**src/rtl/axis_mac_accumulator_pkg.sv**
```systemverilog
// Shared defaults and helpers for the MAC accumulator stage and its add sub-block.
package axis_mac_accumulator_pkg;

    localparam int DEF_DATA_WIDTH           = 16;
    localparam int DEF_WGHT_WIDTH           = 16;
    localparam int DEF_DATA_FRACTIONAL_BITS = 8;
    localparam int DEF_WGHT_FRACTIONAL_BITS = 8;
    localparam int DEF_ACC_WIDTH            = 40;
    localparam int DEF_ID_WIDTH             = 8;
    localparam int DEF_USER_WIDTH           = 1;

    // Largest of two widths; handy when sizing intermediate results.
    function automatic int max_int(input int a, input int b);
        return (a > b) ? a : b;
    endfunction

endpackage

```
**src/rtl/axis_mac_accumulator_sat_add.sv**
```systemverilog
// Combinational saturating signed add with overflow flag.
module axis_mac_accumulator_sat_add #(
    parameter int WIDTH = 40
) (
    input  logic signed [WIDTH-1:0] a_i,
    input  logic signed [WIDTH-1:0] b_i,
    output logic signed [WIDTH-1:0] sum_o,
    output logic                    ovf_o
);

    localparam logic signed [WIDTH-1:0] SAT_POS = {1'b0, {(WIDTH-1){1'b1}}};
    localparam logic signed [WIDTH-1:0] SAT_NEG = {1'b1, {(WIDTH-1){1'b0}}};

    logic signed [WIDTH:0] full_d;

    // One extra bit holds the exact sum; the top two bits disagree on overflow.
    always_comb begin
        full_d = {a_i[WIDTH-1], a_i} + {b_i[WIDTH-1], b_i};
        ovf_o  = full_d[WIDTH] ^ full_d[WIDTH-1];
        if (ovf_o) begin
            sum_o = full_d[WIDTH] ? SAT_NEG : SAT_POS;
        end else begin
            sum_o = full_d[WIDTH-1:0];
        end
    end

endmodule

```
**src/rtl/axis_mac_accumulator.sv**
```systemverilog
// Two-stage multiply-accumulate over tlast-delimited AXI-Stream frames.
// Stage P registers the product; stage A accumulates with saturation and
// emits one wide sum per frame.
module axis_mac_accumulator
    import axis_mac_accumulator_pkg::*;
#(
    parameter int DATA_WIDTH           = DEF_DATA_WIDTH,
    parameter int WGHT_WIDTH           = DEF_WGHT_WIDTH,
    parameter int DATA_FRACTIONAL_BITS = DEF_DATA_FRACTIONAL_BITS,
    parameter int WGHT_FRACTIONAL_BITS = DEF_WGHT_FRACTIONAL_BITS,
    parameter int ACC_WIDTH            = DEF_ACC_WIDTH,
    parameter int ACC_FRACTIONAL_BITS  = DATA_FRACTIONAL_BITS + WGHT_FRACTIONAL_BITS,
    parameter bit ID_ENABLE            = 1'b0,
    parameter int ID_WIDTH             = DEF_ID_WIDTH,
    parameter bit USER_ENABLE          = 1'b1,
    parameter int USER_WIDTH           = DEF_USER_WIDTH
) (
    input  logic                  clk,
    input  logic                  rst,
    input  logic [DATA_WIDTH-1:0] s_axis_tdata,
    input  logic [WGHT_WIDTH-1:0] s_axis_twght,
    input  logic                  s_axis_tvalid,
    output logic                  s_axis_tready,
    input  logic                  s_axis_tlast,
    input  logic [ID_WIDTH-1:0]   s_axis_tid,
    input  logic [USER_WIDTH-1:0] s_axis_tuser,
    output logic [ACC_WIDTH-1:0]  m_axis_tdata,
    output logic                  m_axis_tvalid,
    input  logic                  m_axis_tready,
    output logic                  m_axis_tlast,
    output logic [ID_WIDTH-1:0]   m_axis_tid,
    output logic [USER_WIDTH-1:0] m_axis_tuser,
    output logic                  m_axis_tovf
);

    localparam int PW = DATA_WIDTH + WGHT_WIDTH;

    if (ACC_WIDTH < max_int(PW, 2)) begin : g_bad_acc_width
        $error("ACC_WIDTH (%0d) must be >= DATA_WIDTH+WGHT_WIDTH (%0d)", ACC_WIDTH, PW);
    end
    if (ACC_FRACTIONAL_BITS != DATA_FRACTIONAL_BITS + WGHT_FRACTIONAL_BITS) begin : g_bad_frac
        $error("ACC_FRACTIONAL_BITS is fixed to DATA_FRACTIONAL_BITS+WGHT_FRACTIONAL_BITS");
    end

    logic                         en;
    logic signed [DATA_WIDTH-1:0] data_s;
    logic signed [WGHT_WIDTH-1:0] wght_s;
    logic signed [PW-1:0]         prod_d;

    logic                         p_valid_q;
    logic signed [PW-1:0]         p_prod_q;
    logic                         p_last_q;
    logic [ID_WIDTH-1:0]          p_id_q;
    logic [USER_WIDTH-1:0]        p_user_q;

    logic signed [ACC_WIDTH-1:0]  acc_q;
    logic                         ovf_acc_q;
    logic                         first_q;

    logic signed [ACC_WIDTH-1:0]  acc_base_d;
    logic signed [ACC_WIDTH-1:0]  prod_ext_d;
    logic signed [ACC_WIDTH-1:0]  sum_d;
    logic                         ovf_next_d;
    logic                         ovf_frame_d;

    logic [ACC_WIDTH-1:0]         m_data_q;
    logic                         m_valid_q;
    logic                         m_ovf_q;
    logic [ID_WIDTH-1:0]          m_id_q;
    logic [USER_WIDTH-1:0]        m_user_q;

    assign en            = !m_valid_q || m_axis_tready;
    assign s_axis_tready = en;

    assign m_axis_tdata  = m_data_q;
    assign m_axis_tvalid = m_valid_q;
    assign m_axis_tlast  = 1'b1;
    assign m_axis_tid    = m_id_q;
    assign m_axis_tuser  = m_user_q;
    assign m_axis_tovf   = m_ovf_q;

    // Full-width signed product and the operands for the frame accumulator.
    always_comb begin
        data_s      = s_axis_tdata;
        wght_s      = s_axis_twght;
        prod_d      = PW'(data_s) * PW'(wght_s);
        acc_base_d  = first_q ? '0 : acc_q;
        prod_ext_d  = ACC_WIDTH'(p_prod_q);
        ovf_frame_d = (first_q ? 1'b0 : ovf_acc_q) | ovf_next_d;
    end

    axis_mac_accumulator_sat_add #(
        .WIDTH(ACC_WIDTH)
    ) u_sat_add (
        .a_i  (acc_base_d),
        .b_i  (prod_ext_d),
        .sum_o(sum_d),
        .ovf_o(ovf_next_d)
    );

    // Product stage, accumulator and output register advance together on en.
    always_ff @(posedge clk) begin
        if (rst) begin
            p_valid_q <= 1'b0;
            p_prod_q  <= '0;
            p_last_q  <= 1'b0;
            p_id_q    <= '0;
            p_user_q  <= '0;
            acc_q     <= '0;
            ovf_acc_q <= 1'b0;
            first_q   <= 1'b1;
            m_data_q  <= '0;
            m_valid_q <= 1'b0;
            m_ovf_q   <= 1'b0;
            m_id_q    <= '0;
            m_user_q  <= '0;
        end else if (en) begin
            p_valid_q <= s_axis_tvalid;
            p_prod_q  <= prod_d;
            p_last_q  <= s_axis_tlast;
            p_id_q    <= ID_ENABLE ? s_axis_tid : '0;
            p_user_q  <= USER_ENABLE ? s_axis_tuser : '0;
            if (p_valid_q) begin
                if (p_last_q) begin
                    m_data_q  <= sum_d;
                    m_ovf_q   <= ovf_frame_d;
                    m_id_q    <= p_id_q;
                    m_user_q  <= p_user_q;
                    m_valid_q <= 1'b1;
                    first_q   <= 1'b1;
                end else begin
                    acc_q     <= sum_d;
                    ovf_acc_q <= ovf_frame_d;
                    first_q   <= 1'b0;
                    m_valid_q <= 1'b0;
                end
            end else begin
                m_valid_q <= 1'b0;
            end
        end
    end

endmodule
```
**config.mk**
```make
export PLATFORM = sky130hd
export DESIGN_NAME = axis_mac_accumulator
export DESIGN_NICKNAME = d
export VERILOG_FILES = /design/src/rtl/axis_mac_accumulator_pkg.sv /design/src/rtl/axis_mac_accumulator_sat_add.sv /design/src/rtl/axis_mac_accumulator.sv
export SDC_FILE = /design/constraint.sdc
export NUM_CORES = 1
export LEC_CHECK = 0
export ABC_AREA = 1
export BUFFER_PORTS_ARGS = -buffer_cell sky130_fd_sc_hd__buf_2
export CORE_ASPECT_RATIO = 1.5
export CORE_MARGIN = 2
export CORE_UTILIZATION = 55
export CTS_BUF_LIST = sky130_fd_sc_hd__clkbuf_2 sky130_fd_sc_hd__clkbuf_4 sky130_fd_sc_hd__clkbuf_8
export DETAILED_ROUTE_END_ITERATION = 10
export GPL_ROUTABILITY_DRIVEN = 0
export HOLD_SLACK_MARGIN = 0.1
export PLACE_DENSITY = 0.7
export SLEW_MARGIN = 20
export SYNTH_ARGS = -nofsm -noshare
export SYNTH_HDL_FRONTEND = slang
export SYNTH_SLANG_ARGS = --single-unit
```
**constraint.sdc**
```tcl
create_clock -name clk -period 13.9 [get_ports clk]
set_input_delay 0 -clock clk [delete_from_list [all_inputs] [get_ports clk]]
set_output_delay 0 -clock clk [all_outputs]
set_load 0.01 [all_outputs]
```
==> results list, run 1 <==
- Run status: finished clean
- Once layout is complete, the cells apart from fillers number 3038.
- Wire segments on met3 add up to 1504 um in the final route.
* Min-Delay Path Depth: 2
* Main combinational cell family by area after synthesis: adder cells
- The final route contains 15870 vias.
- Via density per instance: 5.223
- Final core utilization: 0.5905
* Routed wl met2: 25160 um
- Number of max-capacitance violations reported: 0
- Req. time, crit path: 14280 ps
* Highest fanout seen on the critical path: 16
- CTS saw 120 sinks.
* TritonCTS clock tree: done
* Synthesized-area fraction occupied by xor and xnor cells: 0.02387
- Yosys attributes the largest share of cell area to sky130_fd_sc_hd__fa_1 (29%), sky130_fd_sc_hd__nand2_1 (13%), sky130_fd_sc_hd__inv_1 (13%), sky130_fd_sc_hd__dfxtp_1 (13%), sky130_fd_sc_hd__ha_1 (8.3%).
- After synthesis, the netlist uses 40 different library cells.
- Worst R2R Path Depth: 17
- Top cells by count, synth: sky130_fd_sc_hd__nand2_1 (650), sky130_fd_sc_hd__inv_1 (645), sky130_fd_sc_hd__fa_1 (263), sky130_fd_sc_hd__nor2_1 (170), sky130_fd_sc_hd__a21oi_1 (123)
- The worst setup path is launched from an input pin.
- Counting flops with an async set or reset pin after synthesis yields a share of 0.
- Including well taps, the total number of placed cells is 2997.
- The worst setup path is captured at a register.
- Complex-gate fraction of the synthesized area: 0.09849
- Normalized max-slew margin: 0.3597
- Violation count after the first detailed-routing iteration: 789
- Adder-cell share of the synthesized area: 0.3702
- CTS built an H-tree with a depth of 4.
* DRT Pass-1 Iters: 6
* Share of cells above drive strength 1: 0.06484
* Total global routing track utilization: 0.2827
* Routed WL per cell: 15.39 um
- Arrival time worst endpoint: 5930 ps
- The startpoint identified for the worst hold timing path is rst.
* Antenna violations before repair: 0
- Most area-hungry cell type in the Yosys netlist: sky130_fd_sc_hd__fa_1
- After synthesis, the mean cell area works out to 7.045 sq um.
- Cell Rows: 81
- Post-Synthesis Cell Area: 0.01835 sq mm
* Core outline area: 0.03274 sq mm
- Fin nets: 3040
- Detailed Route WL: 46770 um
* Register Area: 0.002402 sq mm
* Grt ovf: 0
- Footprint of the multi-input gates: 0.01300 sq mm
* Clock tree buffer depth: 2
- Count of port buffers added during placement: 81
- Post-synthesis sequential area ratio: 0.1310
- The share of synthesized area in the top cell type comes to 0.2870.
- Of the post-synthesis cell area, the part taken by muxes is 0.
- In this run the vertical extent of the chip is 227.7 um.
- Clk Latency, worst-skew pair: 480 ps
* Worst R2R Start: first_q$_SDFFE_PP1P_
- The number of pins with negative max-slew slack in the final report is 0.
- Class of the tightest hold or removal check: in2reg
* Worst Clk Skew: 10.12 ps
- Number of buffers inserted during clock tree synthesis: 17
- The floorplan step defined a die boundary enclosing 0.03486 sq mm.
- DP Worst Slack: 7888 ps
- Worst Max-Slew Pin Slew: 960.5 ps
* Wire length the detailed router placed on met1: 17160 um
- EDFF count, synth: 0
- Entering global routing, the biggest net connects 73 pins.
- The worst setup path is of the in2reg kind.
- Final Setup Violations: 0
- Final setup TNS: 0 ps
* Clock-pin slew on the worst setup and hold paths: 80 ps
- Min Tclk post-route: 5546 ps
- For this design the top-level I/O count stands at 99.
* Syn Inst Count: 2604
- Tracing the worst setup path back leads to its startpoint at s_axis_twght[1].
* Part of the cycle the worst path needs: 0.3990
- Gates resized during post-CTS repair numbered 0.
- Setup slack on the critical path of the routed design comes to 8354 ps.
- For this configuration, the core starts out at a cell density of 0.5604.
- The cell sitting at the root of the clock tree is a sky130_fd_sc_hd__clkbuf_8.
- The first global-routing pass estimated 79330 um of wire.
* Sum of net half-perimeters after detailed placement: 38590 um
- The number of global-route vias before repair is 16980.
- In this run the remaining antenna-violating nets after routing total 0.
- Yosys printed 0 warnings.
- In the synthesized netlist the dominant register cell turns out to be sky130_fd_sc_hd__dfxtp_1.
- By instance count, the leading cell after synthesis is sky130_fd_sc_hd__nand2_1.
* #FFs+latches synth: 120
* Layout fillers: 3112
- Horizontal die dimension: 153.1 um
- Of the total synthesized cell area, the portion taken by AND, OR, NAND and NOR gates is 0.2138.
- Relative to the synthesized area, the layout overhead comes to 5.368%.
- Uppermost metal layer occupied by signal nets: met4
- Derived from the worst setup path, the maximum achievable clock frequency is 0.1803 GHz.
- Setup repair after global routing left no endpoint under its margin.
- The hold violation total from the final report is 0.
- After detailed routing, the number of remaining DRC violations is 0.
[critical path, cell delays in order]
cell and delay (ps):
sky130_fd_sc_hd__buf_2 310, sky130_fd_sc_hd__nand2_1 170, sky130_fd_sc_hd__inv_1 150, sky130_fd_sc_hd__fa_1 550, sky130_fd_sc_hd__fa_1 890, sky130_fd_sc_hd__fa_1 530, sky130_fd_sc_hd__fa_1 520, sky130_fd_sc_hd__fa_1 500
sky130_fd_sc_hd__inv_1 50, sky130_fd_sc_hd__fa_1 470, sky130_fd_sc_hd__inv_1 40, sky130_fd_sc_hd__ha_1 340, sky130_fd_sc_hd__nand2_1 140, sky130_fd_sc_hd__nor3_1 290, sky130_fd_sc_hd__nand4_1 130, sky130_fd_sc_hd__nand3_1 230
sky130_fd_sc_hd__nand2_1 120, sky130_fd_sc_hd__nand2_1 120, sky130_fd_sc_hd__nand2_1 70, sky130_fd_sc_hd__nand3_1 70, sky130_fd_sc_hd__nand3_1 80, sky130_fd_sc_hd__nand3_1 90, sky130_fd_sc_hd__inv_1 40
[registers in the layout (all words and copies together) (netlist names)]
name	cells
acc_q	40
m_axis_tvalid	1
m_axis_tdata	40
m_axis_tovf	1
p_last_q	1
ovf_acc_q	1
p_valid_q	1
first_q	1
m_axis_tuser	1
p_user_q	1
p_prod_q	32
[kinds of logic (layout without fill, tap and decap cells)]
group	Yosys count	count (layout)
flip-flops	120	120
AND/OR/NAND/NOR	972	972
AO/OA/AOI/OAI	307	307
buffers and inverters	768	779
XOR/XNOR	50	50
adder cells (fa/ha/maj)	385	385
other	2	10
[per-layer routing]
| metal | up-vias | GRT usage |
|---|---|---|
| met4 | 0 | 0.1813 |
| met3 | 177 | 0.02787 |
| met5 | - | 0 |
| li1 | 7734 | - |
| met1 | 7538 | 0.2970 |
| met2 | 417 | 0.5376 |
[path summary, 6_finish.rpt]
| kind | slack [ps] | to |
|---|---|---|
| max | 8350 | p_prod_q[29]$_SDFFE_PP0N_ |
| min reg2reg | 460 | m_axis_tovf$_SDFFE_PP0P_ |
| max reg2reg | 9910 | ovf_acc_q$_SDFFE_PP0P_ |
| min | 190 | m_axis_tvalid$_SDFFE_PP0N_ |
[cell type report]
class / count / share of cell area
multi-input combinational: 1723 / 0.6724
inverter: 650 / 0.1262
sequential: 120 / 0.1243
timing repair buffer: 97 / 0.02822
tap: 415 / 0.02686
clock buffer: 20 / 0.01424
clock inverter: 12 / 0.007638
antenna: 1 / 0.0001295
[per-stage QoR]
step                      hold WS, ps  instance area, sq um
after floorplan                 163.8                 18370
after global placement          266.8                 18820
after detailed placement        290.0                 18820
after CTS                       172.6                 19330
after global routing            232.2                 19330
final                           193.1                 19330
[cell usage in the layout (no fill, tap or decap), types with 17 or more instances in the layout]
master,n
sky130_fd_sc_hd__nand2_1,650
sky130_fd_sc_hd__inv_1,645
sky130_fd_sc_hd__fa_1,263
sky130_fd_sc_hd__nor2_1,168
sky130_fd_sc_hd__a21oi_1,123
sky130_fd_sc_hd__ha_1,122
sky130_fd_sc_hd__dfxtp_1,120
sky130_fd_sc_hd__o21ai_0,101
sky130_fd_sc_hd__nand3_1,89
sky130_fd_sc_hd__buf_2,81
sky130_fd_sc_hd__xor2_1,34
sky130_fd_sc_hd__nand4_1,25
sky130_fd_sc_hd__o21bai_1,25
sky130_fd_sc_hd__clkbuf_8,20
sky130_fd_sc_hd__a31oi_1,19
sky130_fd_sc_hd__a31oi_2,17
[what timing repair did]
item / CTS / global route
hold buffers: 8 / 0
endpoints found under the hold margin: 13 / 0
buffers inserted: 0 / 0
endpoints found under the setup margin: 0 / 0
Power of run 1 is left out: the tool's default activity adds up to more than one toggle a clock period on the data nets, which glitch-free logic cannot reach.
==> run 2, diff against run 1 <==
--- a/config.mk
+++ b/config.mk
@@ -5,7 +5,7 @@
 export SDC_FILE = /design/constraint.sdc
 export NUM_CORES = 1
 export LEC_CHECK = 0
-export ABC_AREA = 1
+export ABC_AREA = 0
 export BUFFER_PORTS_ARGS = -buffer_cell sky130_fd_sc_hd__buf_2
 export CORE_ASPECT_RATIO = 1.5
 export CORE_MARGIN = 2
@@ -14,7 +14,7 @@
 export DETAILED_ROUTE_END_ITERATION = 10
 export GPL_ROUTABILITY_DRIVEN = 0
 export HOLD_SLACK_MARGIN = 0.1
-export PLACE_DENSITY = 0.7
+export PLACE_DENSITY = 0.73
 export SLEW_MARGIN = 20
 export SYNTH_ARGS = -nofsm -noshare
 export SYNTH_HDL_FRONTEND = slang
==> constraint.sdc (replaced) <==
create_clock -name clk -period 4.5 [get_ports clk]
set_input_delay 0 -clock clk [delete_from_list [all_inputs] [get_ports clk]]
set_output_delay 0 -clock clk [all_outputs]
set_load 0.01 [all_outputs]
==> results list, run 2 <==
* Cell Rows: 78
- Of the synthesized area, sequential elements account for 0.1442.
- Slowest cell on the critical path: sky130_fd_sc_hd__fa_2
* Core outline area: 0.03006 sq mm
* DRT Pass-1 Iters: 5
* Worst R2R Path Depth: 15
* Top cells by count, synth: sky130_fd_sc_hd__inv_1 (289), sky130_fd_sc_hd__fa_1 (263), sky130_fd_sc_hd__nand2_1 (245), sky130_fd_sc_hd__and2_1 (128), sky130_fd_sc_hd__ha_1 (122)
* Final Hold Vio Count: 0
- Number of buffers inserted during clock tree synthesis: 17
* H-tree lvl count: 4
* First-pass GRT wire length: 71100 um
- For this run, the total global-route usage over all layers was measured as 0.2738.
* Worst Clk Skew: 13.89 ps
- Initial cell density of the core: 0.5544
* Class of the tightest hold or removal check: in2reg
* Worst R2R Start: first_q$_SDFFE_PP1P_
* Sum of net half-perimeters after detailed placement: 34280 um
- Setup repair after global routing missed its margin: yes
- The most critical setup path has its startpoint at s_axis_twght[3].
* #FFs+latches synth: 120
* Nature of the critical path endpoint: register
- Routed WL per cell: 16.88 um
* Leading cell type in the layout, fill and taps excluded: sky130_fd_sc_hd__inv_1
- Run status: finished with violations
- From bottom edge to top edge, the die measures 217.2 um.
- On the critical path the largest part of the delay comes from adder cells.
* Vias in the first global route: 15110
* CP max stage delay: 610 ps
- Final hold analysis gives a worst-case slack of 136.9 ps.
* Total DRC errors in the routed layout: 0
- Antenna violations before repair: 0
- Once layout is complete, the utilization of the core stands at 0.6776.
- Area fraction of the dominant cell type after synthesis: 0.3160
- Fill cells in the final layout number 2398.
- Setup slack on the worst reg-to-reg path comes out at 590 ps.
* Register Area: 0.002402 sq mm
* Normalized max-slew margin: 0.4330
* Clk Latency, worst-skew pair: 470 ps
- Synth-to-Final Area Change: 22.23%
- Vias after detailed routing: 13990
- Counting flops with an async set or reset pin after synthesis yields a share of 0.
- The floorplan step defined a die boundary enclosing 0.03173 sq mm.
- Summed over all layers, the global routing overflow is 0.
* Min Tclk post-route: 5135 ps
* Count of port buffers added during placement: 81
- In this run, the number of DRC markers left after iteration 0 of detailed routing was 611.
- Number of nets with antenna violations after routing: 0
- Footprint of the multi-input gates: 0.01339 sq mm
- Summed over all instances, the cell type with the most area after synthesis is sky130_fd_sc_hd__fa_1.
* Maximum number of pins on one net before global-route repair: 44
- Failing checks: negative setup slack
- EDFF count, synth: 0
- Antenna cells: 0
* Cell at the root of the clock tree: sky130_fd_sc_hd__clkbuf_8
- Syn Inst Count: 1908
- Arrival time worst endpoint: 5490 ps
- The number of pins with negative max-slew slack in the final report is 0.
* Critical path start-end classification: in2reg
- Setup slack on the critical path of the routed design comes to -634.7 ps.
- The most numerous cell type found on the critical path is sky130_fd_sc_hd__fa_1.
* Share of cells above drive strength 1: 0.2258
- Setup violations remaining at the end of the flow were counted as 20.
* Number of warning messages in the yosys log: 0
* Max Fclk: 0.1948 GHz
- Counting distinct cell types in the post-synthesis netlist gives 73.
* Number of max-capacitance violations reported: 0
* Endpoint, Worst Hold: ovf_acc_q$_SDFFE_PP0P_
* Clock-pin slew on the worst setup and hold paths: 90 ps
* Worst Max-Slew Pin Slew: 850.5 ps
- Worst flop-to-flop path endpoint: acc_q[27]$_SDFFE_PP0P_
- Ranked by total cell area, the synthesized netlist is headed by sky130_fd_sc_hd__fa_1 (32%), sky130_fd_sc_hd__dfxtp_1 (14%), sky130_fd_sc_hd__ha_1 (9.2%), sky130_fd_sc_hd__inv_1 (6.5%), sky130_fd_sc_hd__nand2_1 (5.5%).
* Top_reg_cell synth: sky130_fd_sc_hd__dfxtp_1
- Post-Synthesis Cell Area: 0.01666 sq mm
- In this run the worst path has a maximum fanout of 10.
- 99 I/O pins were placed.
* Detailed Route WL: 43020 um
* Req. time, crit path: 4860 ps
* Sink count of the clock tree: 120
- Count leader, synth: sky130_fd_sc_hd__inv_1
- Horizontal die dimension: 146.1 um
* Clock tree buffer depth: 2
* TritonCTS clock tree: done
- Most frequent cells in the layout: sky130_fd_sc_hd__inv_1 (265), sky130_fd_sc_hd__fa_1 (242), sky130_fd_sc_hd__nand2_1 (236)
- Fin nets: 2566
* Crit path buffers/inverters: 5
* Mean instance size in the synthesized netlist: 8.733 sq um
- The worst setup path is launched from an input pin.
* Min-Delay Path Depth: 2
- Via density per instance: 5.490
- Min-Delay Startpoint: rst
- Walking the worst path, the cells encountered are buf_6 -> and2_4 -> fa_2 -> buf_12 -> fa_2 -> buf_6 -> fa_1 -> fa_1 -> fa_1 -> fa_1 -> ha_4 -> nand4_1 -> buf_4 -> nor2b_4 -> and2_4 -> a31oi_2 -> o21ai_2 -> a2111oi_4 -> o21a_1 -> buf_4 -> o21bai_4 -> xnor2_1 -> o21ai_1.
- Part of the cycle the worst path needs: 1.141
run 2: worst max path at each step:
stage | endpoint | cells after the start | slack, ps
6_report | p_prod_q[28]$_SDFFE_PP0N_ | 23 | -630
5_1_grt | p_prod_q[23]$_SDFFE_PP0N_ | 26 | -810
3_3_place_gp | p_prod_q[24]$_SDFFE_PP0N_ | 22 | -1120
3_5_place_dp | p_prod_q[24]$_SDFFE_PP0N_ | 22 | -1260
2_1_floorplan | p_prod_q[31]$_SDFFE_PP0N_ | 23 | -870
4_1_cts | p_prod_q[28]$_SDFFE_PP0N_ | 24 | -640
run 2: layout make-up:
cell class	instances	share of cell area
clock buffers	17	0.01149
flip-flops and latches	120	0.1179
well taps	400	0.02457
multi-input cells	1411	0.6573
inverters	289	0.05344
clock inverters	15	0.01124
repair buffers	296	0.1240
run 2: logic make-up (layout without fill, tap and decap cells):
group / Yosys count / count (layout) / share of synthesized area
buf+inv: 384 / 617 / 0.09070
flops: 120 / 120 / 0.1442
other cells: 2 / 9 / 0.0004507
xor+xnor: 72 / 72 / 0.03897
fa+ha+maj: 406 / 406 / 0.4203
simple gates: 598 / 598 / 0.1732
compound gates: 326 / 326 / 0.1323
run 2: what timing repair did:
action,in CTS,in global routing
resized for setup,159,63
cloned,2,0
pin swaps,102,60
buffers inserted,37,7
endpoints found under the hold margin,24,0
setup endpoints to repair,21,21
hold buffers,10,0
run 2: metrics by stage:
| stage | std cells | setup slack (ps) | instance area [sq um] | TNS (ps) |
|---|---|---|---|---|
| after floorplan | 1915 | -872.5 | 16990 | -10040 |
| after global placement | 2462 | -1123 | 18680 | -18450 |
| after detailed placement | 2462 | -1263 | 18680 | -20650 |
| after CTS | 2541 | -640.2 | 20110 | -7497 |
| after global routing | 2548 | -809.8 | 20370 | -11240 |
| final | 2548 | -634.7 | 20370 | -7302 |
run 2: per-layer routing:
layer	vias to the layer above	global-route usage	part of all wire
met3	141	0.02453	0.040
met4	0	0.1272	0.045
met1	6872	0.2974	0.38
met2	436	0.5325	0.54
met5	-	0	0
li1	6539	-	-
run 2: worst reg2reg max path, stage by stage (launching register included):
cell	delay [ps]
sky130_fd_sc_hd__dfxtp_1	320
sky130_fd_sc_hd__buf_4	240
sky130_fd_sc_hd__nor2b_1	170
sky130_fd_sc_hd__ha_1	260
sky130_fd_sc_hd__inv_1	80
sky130_fd_sc_hd__fa_1	390
sky130_fd_sc_hd__nand2b_1	180
sky130_fd_sc_hd__a21oi_1	260
sky130_fd_sc_hd__o211ai_1	200
sky130_fd_sc_hd__nand2_1	230
sky130_fd_sc_hd__o211ai_1	210
sky130_fd_sc_hd__a31o_2	400
sky130_fd_sc_hd__nor2_1	400
sky130_fd_sc_hd__buf_4	250
sky130_fd_sc_hd__nor2_1	80
sky130_fd_sc_hd__o21ai_0	160
Power of run 2 is left out for the same reason.
